$ cat src/rtl/fetch_pkg.sv
// Shared types and defaults for the instruction fetch stage.
// Latency: n/a (types, constants and a helper only).
// Backpressure: n/a.
package fetch_pkg;

    typedef logic [15:0] addr_t;
    typedef logic [15:0] instr_t;

    // One instruction-buffer entry: address in the upper half, word in the lower half.
    typedef struct packed {
        addr_t  pc;
        instr_t instr;
    } ib_entry_t;

    localparam addr_t RESET_PC_DEFAULT        = 16'h0000;
    localparam int    MAX_OUTSTANDING_DEFAULT = 4;

    // Word-addressed increment; wraps from 16'hFFFF to 16'h0000.
    function automatic addr_t addr_inc(input addr_t a);
        return a + 16'd1;
    endfunction

endpackage

$ cat src/rtl/fetch_stat_counter.sv
// 16-bit event counter with enable and synchronous active-low clear; wraps on overflow.
// Latency: count reflects an enabled cycle one clock later.
// Backpressure: none; counts every enabled cycle.
module fetch_stat_counter (
    input  logic        clk,
    input  logic        rst_n,
    input  logic        en,
    output logic [15:0] count
);

    // Clear on reset, otherwise count enabled cycles modulo 2^16.
    always_ff @(posedge clk) begin
        if (!rst_n) begin
            count <= '0;
        end else if (en) begin
            count <= count + 16'd1;
        end
    end

endmodule

$ cat src/rtl/fetch_unit.sv
// Instruction fetch: sequential requests to the instruction port, in-order tagged accept into the IB.
// Latency: issue and push are registered, one cycle after the deciding state/response.
// Backpressure: ib_full turns a matching response into a replay (re-fetch from exp_pc); at most
//               MAX_OUTSTANDING requests are in flight. Optional FETCH_STATS_EN adds stat counters.
module fetch_unit
    import fetch_pkg::*;
#(
    parameter addr_t RESET_PC        = RESET_PC_DEFAULT,
    parameter int    MAX_OUTSTANDING = MAX_OUTSTANDING_DEFAULT
) (
    input  logic      clk,
    input  logic      rst_n,
    output logic      ib_push,
    output ib_entry_t ib_push_data,
    input  logic      ib_full,
    output addr_t     imem_raddr,
    output logic      imem_re,
    input  addr_t     imem_raddr_out,
    input  instr_t    imem_data_out,
    input  logic      imem_ready,
    input  logic      branch_taken,
    input  addr_t     branch_target
`ifdef FETCH_STATS_EN
    ,
    output logic [15:0] stat_pushed,
    output logic [15:0] stat_dropped
`endif
);

    localparam addr_t MAX_OUT = addr_t'(MAX_OUTSTANDING);

    addr_t req_pc;       // next address to request
    addr_t exp_pc;       // next address the buffer expects
    addr_t outstanding;  // requests issued but not yet accepted, modulo 2^16
    logic  tag_match;
    logic  accept;
    logic  replay;
    logic  issue;

    // Decide this cycle's accept/replay/issue; a redirect overrides all of them.
    always_comb begin
        outstanding = req_pc - exp_pc;
        tag_match   = imem_ready && (imem_raddr_out == exp_pc);
        accept      = tag_match && !ib_full && !branch_taken;
        replay      = tag_match &&  ib_full && !branch_taken;
        issue       = !branch_taken && !replay && (outstanding < MAX_OUT);
    end

    // Pointer and registered-output update; redirect flushes both pointers so in-flight tags go stale.
    always_ff @(posedge clk) begin
        if (!rst_n) begin
            req_pc       <= RESET_PC;
            exp_pc       <= RESET_PC;
            ib_push      <= 1'b0;
            ib_push_data <= '0;
            imem_re      <= 1'b0;
            imem_raddr   <= '0;
        end else if (branch_taken) begin
            req_pc  <= branch_target;
            exp_pc  <= branch_target;
            ib_push <= 1'b0;
            imem_re <= 1'b0;
        end else begin
            ib_push <= accept;
            imem_re <= issue;
            if (accept) begin
                ib_push_data <= '{pc: exp_pc, instr: imem_data_out};
                exp_pc       <= addr_inc(exp_pc);
            end
            if (replay) begin
                // Buffer could not take the word: rewind so it is requested again.
                req_pc <= exp_pc;
            end else if (issue) begin
                imem_raddr <= req_pc;
                req_pc     <= addr_inc(req_pc);
            end
        end
    end

`ifdef FETCH_STATS_EN
    // Any returned word that is not pushed (stale tag, replay, or lost to a redirect) counts as dropped.
    logic drop;
    assign drop = imem_ready && !accept;

    fetch_stat_counter u_stat_pushed (
        .clk   (clk),
        .rst_n (rst_n),
        .en    (accept),
        .count (stat_pushed)
    );

    fetch_stat_counter u_stat_dropped (
        .clk   (clk),
        .rst_n (rst_n),
        .en    (drop),
        .count (stat_dropped)
    );
`endif

endmodule

$ cat config.mk
export PLATFORM = sky130hd
export DESIGN_NAME = fetch_unit
export DESIGN_NICKNAME = d
export VERILOG_FILES = /design/src/rtl/fetch_pkg.sv /design/src/rtl/fetch_stat_counter.sv /design/src/rtl/fetch_unit.sv
export SDC_FILE = /design/constraint.sdc
export NUM_CORES = 1
export LEC_CHECK = 0
export CORE_UTILIZATION = 52
export CTS_CLUSTER_DIAMETER = 100
export DETAILED_ROUTE_END_ITERATION = 8
export PLACE_DENSITY = 0.89
export SKIP_LAST_GASP = 1
export SLEW_MARGIN = 20
export SYNTH_ARGS = -nofsm -noshare
export SYNTH_HDL_FRONTEND = slang
export SYNTH_HIERARCHICAL = 1
export SYNTH_SLANG_ARGS = --single-unit
$ cat constraint.sdc
create_clock -name clk -period 4.37 [get_ports clk]
set_clock_uncertainty 0.05 [all_clocks]
set_input_delay 0.874 -clock clk [delete_from_list [all_inputs] [get_ports clk]]
set_output_delay 0.874 -clock clk [all_outputs]
set_load 0.05 [all_outputs]
==> results of run 1 <==
[metrics by stage]
stage	total power, W	hold WS, ns
5_1_grt	0.00186	0.434
4_1_cts	0.00179	0.412
2_1_floorplan	0.00107	0.419
6_report	0.00180	0.408
3_3_place_gp	0.00120	0.388
3_5_place_dp	0.00121	0.399
[power by group through the flow]
stage          Sequential, W  Clock [W]  Combinational (W)
6_report            0.000792   0.000593           0.000411
5_1_grt             0.000794   0.000623           0.000444
3_3_place_gp        0.000807          0           0.000395
3_5_place_dp        0.000807          0           0.000398
2_1_floorplan       0.000797          0           0.000270
4_1_cts             0.000790   0.000595           0.000402
[worst max-delay path: cells and delay by family, from the launching register on]
kind | cells | cell delay (ns)
DFF | 1 | 0.45
and+or+nand+nor | 2 | 0.43
AOI/OAI and AO/OA | 5 | 1.41
muxes | 2 | 0.64
adders and majority gates | 1 | 0.35
buffers and inverters | 1 | 0.13
[Yosys cell counts (all sizes together), types with 2 or more instances]
cell	instances
nand3	20
xnor2	26
o31a	2
nor2b	8
nand2b	6
o2111ai	2
o211a	3
dfxtp	82
o21a	8
a21o	2
a21oi	56
a2111oi	2
a211o	2
or3	2
nor4b	3
or2	2
xor2	22
a21boi	5
nor4	12
ha	16
nand2	110
a211oi	11
and2	5
nor2	50
nor3	15
clkbuf	34
o21ai	25
a31oi	3
nand4	6
o22ai	2
buf	5
o31ai	4
a31o	2
o211ai	5
and3	5
mux2i	34
inv	23
[worst max-delay path by stage]
| stage | from | end | slack, ns |
|---|---|---|---|
| finish | exp_pc[5] | imem_raddr[4] | 0.76 |
| global route | exp_pc[12] | req_pc[7] | 0.54 |
| CTS | exp_pc[12] | req_pc[14] | 0.62 |
| detailed placement | imem_raddr_out[12] | exp_pc[15] | 0.50 |
| global placement | imem_raddr_out[12] | exp_pc[15] | 0.60 |
| floorplan | exp_pc[3] | imem_raddr[10] | 1.12 |
[cell type report]
| cell class | count | area share (%) |
|---|---|---|
| Tap cell | 129 | 2.53 |
| Sequential cell | 82 | 25.8 |
| Timing Repair Buffer | 121 | 18.3 |
| Clock buffer | 10 | 2.16 |
| Multi-Input combinational cell | 491 | 48.9 |
| Inverter | 23 | 1.35 |
| Clock inverter | 6 | 1.08 |
[sequential cells by signal, summed over array words and instances (netlist names)]
name	flops
imem_raddr	16
imem_re	1
ib_push_data	32
req_pc	16
ib_push	1
exp_pc	16
[logic make-up after synthesis]
kind of cell | after synthesis | share of synthesized area, %
xor gates and xnor gates | 48 | 8.41
and+or+nand+nor | 250 | 23.7
DFF | 82 | 32.9
adders and majority gates | 16 | 4.01
buffers and inverters | 62 | 5.06
muxes | 35 | 7.11
AOI/OAI and AO/OA | 142 | 18.9
[metal layers]
layer	track usage (%)	vias to the layer above	wire, um	share of wire (%)
met5	0	-	0	0
met4	11.7	0	464	2.9
met3	5.43	43	1320	8.4
met2	51.1	282	7290	46
met1	42.2	2424	6700	42
li1	-	2387	-	-
==> impl_metrics.toml, run 1 <==
[outcome]
status = "completed"

[worst_setup_path]
cp_cell_sequence = "inv_1 > ha_1 > a21oi_1 > o21ai_0 > a31o_2 > a31oi_1 > mux2_4 > a2111oi_4 > nand3_4 > mux2i_1 > nor2_1"
critPathKind = "flop to flop"
worstRegToRegCells = 11
r2r-end = "imem_raddr[4]"
critical_path.max_stage_delay_ns = 0.57
cpMaxStageDelayCell = "a2111oi_4"
startpoint_type = "flop"
worstPathArrival_ns = 3.79
r2r_setup_slack_ns = 0.76
r2r_start = "exp_pc[5]"
critPathCaptureType = "flop"
worst-endpoint-required_ns = 4.55
path_max_fanout = 16

[global_route]
grt_usage_pct = 31.6
grt_pass1_vias = 4817
gr-total-overflow = 0
antenna_found_initial = 0
grt_pass1_wl_um = 24700
grt_max_degree = 39

[logic_synthesis]
synthesis.area_sq_mm = 0.00500
synth_cells = 635
syn-num-nets = 704
synth-edff-count = 0
syn_area_per_cell_sq_um = 7.87
synth_ff_type = "dfxtp_1"
synth.area.top_cells = "dfxtp_1, nand2_1, mux2i_1"
ys_seq_elements = 82
synth_warnings = 6
yosysUniqueCellTypes = 64
async_flop_share_pct = 0
yosys.area.top_type = "dfxtp_1"
yosysTopAreaCellShare_pct = 32.9
yosysSeqAreaShare_pct = 32.9

[place]
dp_hpwl_um = 11800
io_buffers = 102
routabilityCongestion = 1.03
place_area_sq_mm = 0.00616
place_inst = 846
pre_cts_ws_ns = 0.497

[sta]
slew_headroom_pct = 50.9
final-hold-violation-count = 0
setup_viol = 0
final.period_utilization_pct = 82.6
final_max_slew_viol_count = 0
tightest_slew_ns = 0.735
rsz0062_at_grt = "no"
fin_setup_tns_ns = 0
fin_ws_ns = 0.762
clock.fmax_mhz = 277
post-route-min-period_ns = 3.61

[hold_path]
min_from = "ib_push_data[3]"
holdPathEnd = "ib_push_data[3]"
hold_path_depth = 2
hp-class = "flop to flop"

[clocking]
hold_buffers = 0
cts_resized = 0
htree_num_levels = 3
cts_buffers = 9
clk_pin_slew_worst_paths_ns = 0.09
cts_max_path_buffers = 2
insertion_delay_ns = 0.35
root_buffer = "clkbuf_8"
cts.sinks = 82
cts_tree = "done"
cts_setup_buffers = 0

[floorplanning]
start_util_pct = 53.8
num_rows = 35
dieArea_sq_mm = 0.0100
dieWidth_um = 100
ios = 103
chipHeight_um = 100
core_sq_mm = 0.00928

[power]
pwr-share-clk_pct = 33.0
p_sw_w = 0.000564
peakVddDrop_uv = 260
p_seq_share_pct = 44.1
p_leak_nw = 2.51
netSwitchingFraction_pct = 31.4
cellPowerDensity_mw_per_mm2 = 282
p_int_w = 0.00123
pwr-share-comb_pct = 22.9

[finish]
regArea_sq_mm = 0.00164
instances_no_fill = 862
stdcell_area_sq_mm = 0.00637
area_growth_pct = 27.6
final_util_pct = 68.7
final_nets = 797
drive_gt1_share_pct = 7.23
layout_commonest_cell = "nand2_1"
n_fill_cell = 766
n_antenna_cell = 0
multiInputGateArea_sq_mm = 0.00312
mostFrequentLayoutCells = "nand2_1, clkdlybuf4s50_1, dfxtp_1"

[job]
maxCapViolCount = 0

[detailed_routing]
viasPerCell = 5.96
postRouteAntennaNets = 0
routed_wl_um = 15800
firstDrtPassIters = 5
wl_per_cell_um = 18.3
route.detailed.drc = 0
num_vias = 5136
drt_iter0_drc = 437
No activity file was read; power rests on OpenSTA's default activity.
==> run 2, diff against run 1 <==
- clock period: 4.37 -> 3.62 ns (I/O delays scaled with it)
==> impl_metrics.toml, run 2 (synthesis results as in run 1) <==
[outcome]
status = "completed"

[finish]
drive_gt1_share_pct = 9.22
n_antenna_cell = 0
largest_reg_flops = 32
area_growth_pct = 30.3
mostFrequentLayoutCells = "nand2_1, clkdlybuf4s50_1, dfxtp_1"
regMostFlops = "ib_push_data"
final_util_pct = 70.1
final_nets = 812
layout_commonest_cell = "nand2_1"

[global_route]
grt_pass1_vias = 4836
antenna_found_initial = 0
grt_pass1_wl_um = 24100
gr-total-overflow = 0
grt_max_degree = 43
grt_usage_pct = 30.9

[detailed_routing]
viasPerCell = 5.75
firstDrtPassIters = 5
num_vias = 5046
drt_iter0_drc = 407
route.detailed.drc = 0
postRouteAntennaNets = 0
wl_per_cell_um = 17.4
routed_wl_um = 15200

[clocking]
cts_max_path_buffers = 2
htree_num_levels = 3
cts.sinks = 82
root_buffer = "clkbuf_8"
clk_pin_slew_worst_paths_ns = 0.09
insertion_delay_ns = 0.36
hold_buffers = 0
cts_tree = "done"
cts_buffers = 9

[floorplanning]
start_util_pct = 53.8
num_rows = 35
core_sq_mm = 0.00928
ios = 103
dieArea_sq_mm = 0.0100
dieWidth_um = 100
chipHeight_um = 100

[sta]
post-route-min-period_ns = 3.42
fin_setup_tns_ns = 0
slew_headroom_pct = 53.6
setup_viol = 0
tightest_slew_ns = 0.696
clock.fmax_mhz = 293
fin_ws_ns = 0.203
final.period_utilization_pct = 94.4
rsz0062_at_grt = "no"
final-hold-violation-count = 0
final_max_slew_viol_count = 0

[worst_setup_path]
worstPathArrival_ns = 3.66
startpoint_type = "flop"
worst-endpoint-required_ns = 3.86
critPathCaptureType = "flop"
critPathKind = "flop to flop"
path_max_fanout = 13
critical_path.max_stage_delay_ns = 0.47
cp_cell_sequence = "inv_1 > ha_1 > a21oi_1 > o21ai_0 > a31o_2 > a31oi_1 > mux2_4 > a2111oi_4 > buf_4 > a21oi_2 > buf_4 > a211o_1 > a21oi_1"
cpMaxStageDelayCell = "dfxtp_1"

[power]
p_leak_nw = 2.59
finalPower_w = 0.00217
peakVddDrop_uv = 245
cellPowerDensity_mw_per_mm2 = 333

[hold_path]
hp-class = "flop to flop"

[job]
maxCapViolCount = 0

[place]
io_buffers = 102
pre_cts_ws_ns = 0.200
routabilityCongestion = 0.953
dp_hpwl_um = 11500
-- run 2: worst max-delay path, delay by kind of cell (launching register included) --
kind / cells / cell delay [ns]
fa+ha+maj: 1 / 0.36
buf+inv: 3 / 0.57
flops: 1 / 0.47
mux: 1 / 0.34
compound gates: 8 / 1.56
-- run 2: final timing paths --
kind                            depth (start not counted)  slack (ns)               end             start
worst max-delay path                                   13        0.20         req_pc[6]         exp_pc[5]
worst min-delay path                                    2        0.40  ib_push_data[23]  ib_push_data[23]
worst max register to register                         13        0.20         req_pc[6]         exp_pc[5]
worst min register to register                          2        0.40  ib_push_data[23]  ib_push_data[23]
-- run 2: area by class of cell --
type	count	area, sq um
Clock buffer	9	124
Clock inverter	7	82.6
Fill cell	740	2780
Inverter	23	86.3
Multi-Input combinational cell	491	3110
Sequential cell	82	1640
Tap cell	129	161
Timing Repair Buffer	136	1300
-- run 2: what timing repair did --
action,4_1_cts,5_1_grt
buffers inserted,0,1
gates resized for setup,0,1
setup endpoints to repair,0,7
-- run 2: stage by stage --
stage / hold WS, ns / std cells / instance area (sq um)
after global placement: 0.387 / 860 / 6280
after floorplan: 0.419 / 635 / 5000
after global routing: 0.435 / 877 / 6510
after detailed placement: 0.397 / 860 / 6280
after CTS: 0.406 / 876 / 6480
final: 0.402 / 877 / 6510
-- run 2: metal layers --
metal	track usage, %	vias up	share of wire, %
met4	11.3	0	2.6
li1	-	2428	-
met5	0	-	0
met2	49.8	232	47
met3	5.85	38	8.5
met1	41.4	2348	42
-- run 2: report_power, final --
group	internal [W]	total [W]	switching (W)
combinational	0.000230	0.000505	0.000275
clock	0.000331	0.000708	0.000377
sequential	0.000922	0.000953	0.0000308
==> run 3, diff against run 2 <==
- CORE_ASPECT_RATIO: unset -> 2
==> impl_metrics.toml, run 3 (synthesis results as in run 1) <==
[sta]
final_max_slew_viol_count = 0
clock.fmax_mhz = 288
setup_viol = 0
tightest_slew_ns = 0.725
final-hold-violation-count = 0
fin_ws_ns = 0.149
post-route-min-period_ns = 3.47
holdWs_ns = 0.407
rsz0062_at_grt = "yes"
slew_headroom_pct = 51.6
final.period_utilization_pct = 95.9

[worst_setup_path]
r2r_start = "exp_pc[12]"
startpoint_type = "flop"
critPathKind = "flop to flop"
worstRegToRegCells = 13
path_max_fanout = 16
worst-endpoint-required_ns = 3.81
worstPathArrival_ns = 3.66
critPathCaptureType = "flop"
r2r_setup_slack_ns = 0.15
r2r-end = "imem_raddr[3]"

[clocking]
cts_tree = "done"
htree_num_levels = 3
root_buffer = "clkbuf_16"
cts_max_path_buffers = 2
cts.sinks = 82
clk_pin_slew_worst_paths_ns = 0.07
cts_buffers = 9
hold_buffers = 0
insertion_delay_ns = 0.35

[detailed_routing]
num_vias = 5150
postRouteAntennaNets = 0
wl_per_cell_um = 19.2
routed_wl_um = 16400
viasPerCell = 6.01
route.detailed.drc = 2
drt_iter0_drc = 290
firstDrtPassIters = 8

[power]
cellPowerDensity_mw_per_mm2 = 357
peakVddDrop_uv = 336
netSwitchingFraction_pct = 30.2
p_sw_w = 0.000711
p_leak_nw = 2.66
p_seq_share_pct = 40.1
pwr-share-comb_pct = 22.7
p_int_w = 0.00165
pwr-share-clk_pct = 37.3

[job]
maxCapViolCount = 0

[finish]
stdcell_area_sq_mm = 0.00661
final_nets = 817
regMostFlops = "ib_push_data"
area_growth_pct = 32.3
drive_gt1_share_pct = 9.69
largest_reg_flops = 32
n_antenna_cell = 0
layout_commonest_cell = "nand2_1"
mostFrequentLayoutCells = "nand2_1, clkdlybuf4s50_1, dfxtp_1"

[hold_path]
min_from = "ib_push_data[27]"
hold_path_depth = 2
holdPathEnd = "ib_push_data[27]"
hp-class = "flop to flop"

[place]
pre_cts_ws_ns = 0.113
dp_hpwl_um = 12300
routabilityCongestion = 1.00
io_buffers = 102
place_area_sq_mm = 0.00629

[global_route]
antenna_found_initial = 0
grt_pass1_vias = 5415
grt_pass1_wl_um = 26400
grt_max_degree = 36
gr-total-overflow = 0
grt_usage_pct = 34.0

[floorplanning]
start_util_pct = 53.6
ios = 103
chipHeight_um = 141
dieWidth_um = 71.3
num_rows = 50
core_sq_mm = 0.00932
dieArea_sq_mm = 0.0100

[outcome]
violations = "design-rule violations"
status = "finished, violations left"
run 3: cell count changes in the layout (fill, tap and decap cells not counted), moves of 2 or more:
cell / previous run / this run
clkbuf_16: 0 / 9
clkinv_4: 0 / 2
clkbuf_8: 9 / 1
inv_6: 3 / 1
buf_4: 32 / 36
run 3: power groups by stage:
stage / clock network, W / logic [W] / registers (W)
2_1_floorplan: 0 / 0.000326 / 0.000962
3_3_place_gp: 0 / 0.000508 / 0.000963
3_5_place_dp: 0 / 0.000516 / 0.000964
4_1_cts: 0.000884 / 0.000521 / 0.000944
5_1_grt: 0.000911 / 0.000574 / 0.000947
6_report: 0.000879 / 0.000535 / 0.000945
run 3: layout make-up:
class | count | area (sq um)
Clock buffer | 11 | 243
Clock inverter | 5 | 38.8
Fill cell | 673 | 2710
Inverter | 23 | 86.3
Multi-Input combinational cell | 491 | 3120
Sequential cell | 82 | 1640
Tap cell | 104 | 130
Timing Repair Buffer | 141 | 1350
run 3: per-layer routing:
metal | global-route usage [%] | share of wire, %
met5 | 0 | 0
met4 | 24.2 | 6.3
met3 | 5.65 | 4.7
met2 | 63.3 | 55
met1 | 32.6 | 34
run 3: how the worst max path moves through the flow:
stage	start	endpoint	cells after the start
after floorplan	exp_pc[3]	imem_raddr[10]	13
after global placement	exp_pc[5]	imem_raddr[11]	10
after detailed placement	exp_pc[5]	imem_raddr[14]	10
after CTS	req_pc[3]	imem_raddr[3]	10
after global routing	exp_pc[5]	imem_raddr[3]	14
final	exp_pc[12]	imem_raddr[3]	13
run 3: timing repair:
action | CTS | global route
buffers inserted | 0 | 2
resized for setup | 0 | 3
setup endpoints to repair | 0 | 25
run 3: critical path, stage by stage, from the launching register on:
cell	delay, ns
dfxtp_1	0.46
inv_1	0.14
ha_1	0.40
a21oi_1	0.16
a311oi_1	0.48
mux2i_1	0.24
nor3_1	0.07
buf_4	0.16
a2111oi_4	0.42
buf_4	0.21
nand3_4	0.07
buf_12	0.20
mux2i_1	0.21
nor2_1	0.08
run 3: stage by stage:
step	util, %	power (W)	std cells	TNS (ns)
after global placement	67.5	0.00147	839	0
after CTS	70.5	0.00235	855	0
final	70.9	0.00236	857	0
after global routing	70.9	0.00243	857	-0.0205
after floorplan	-	0.00129	635	0
after detailed placement	67.5	0.00148	839	0
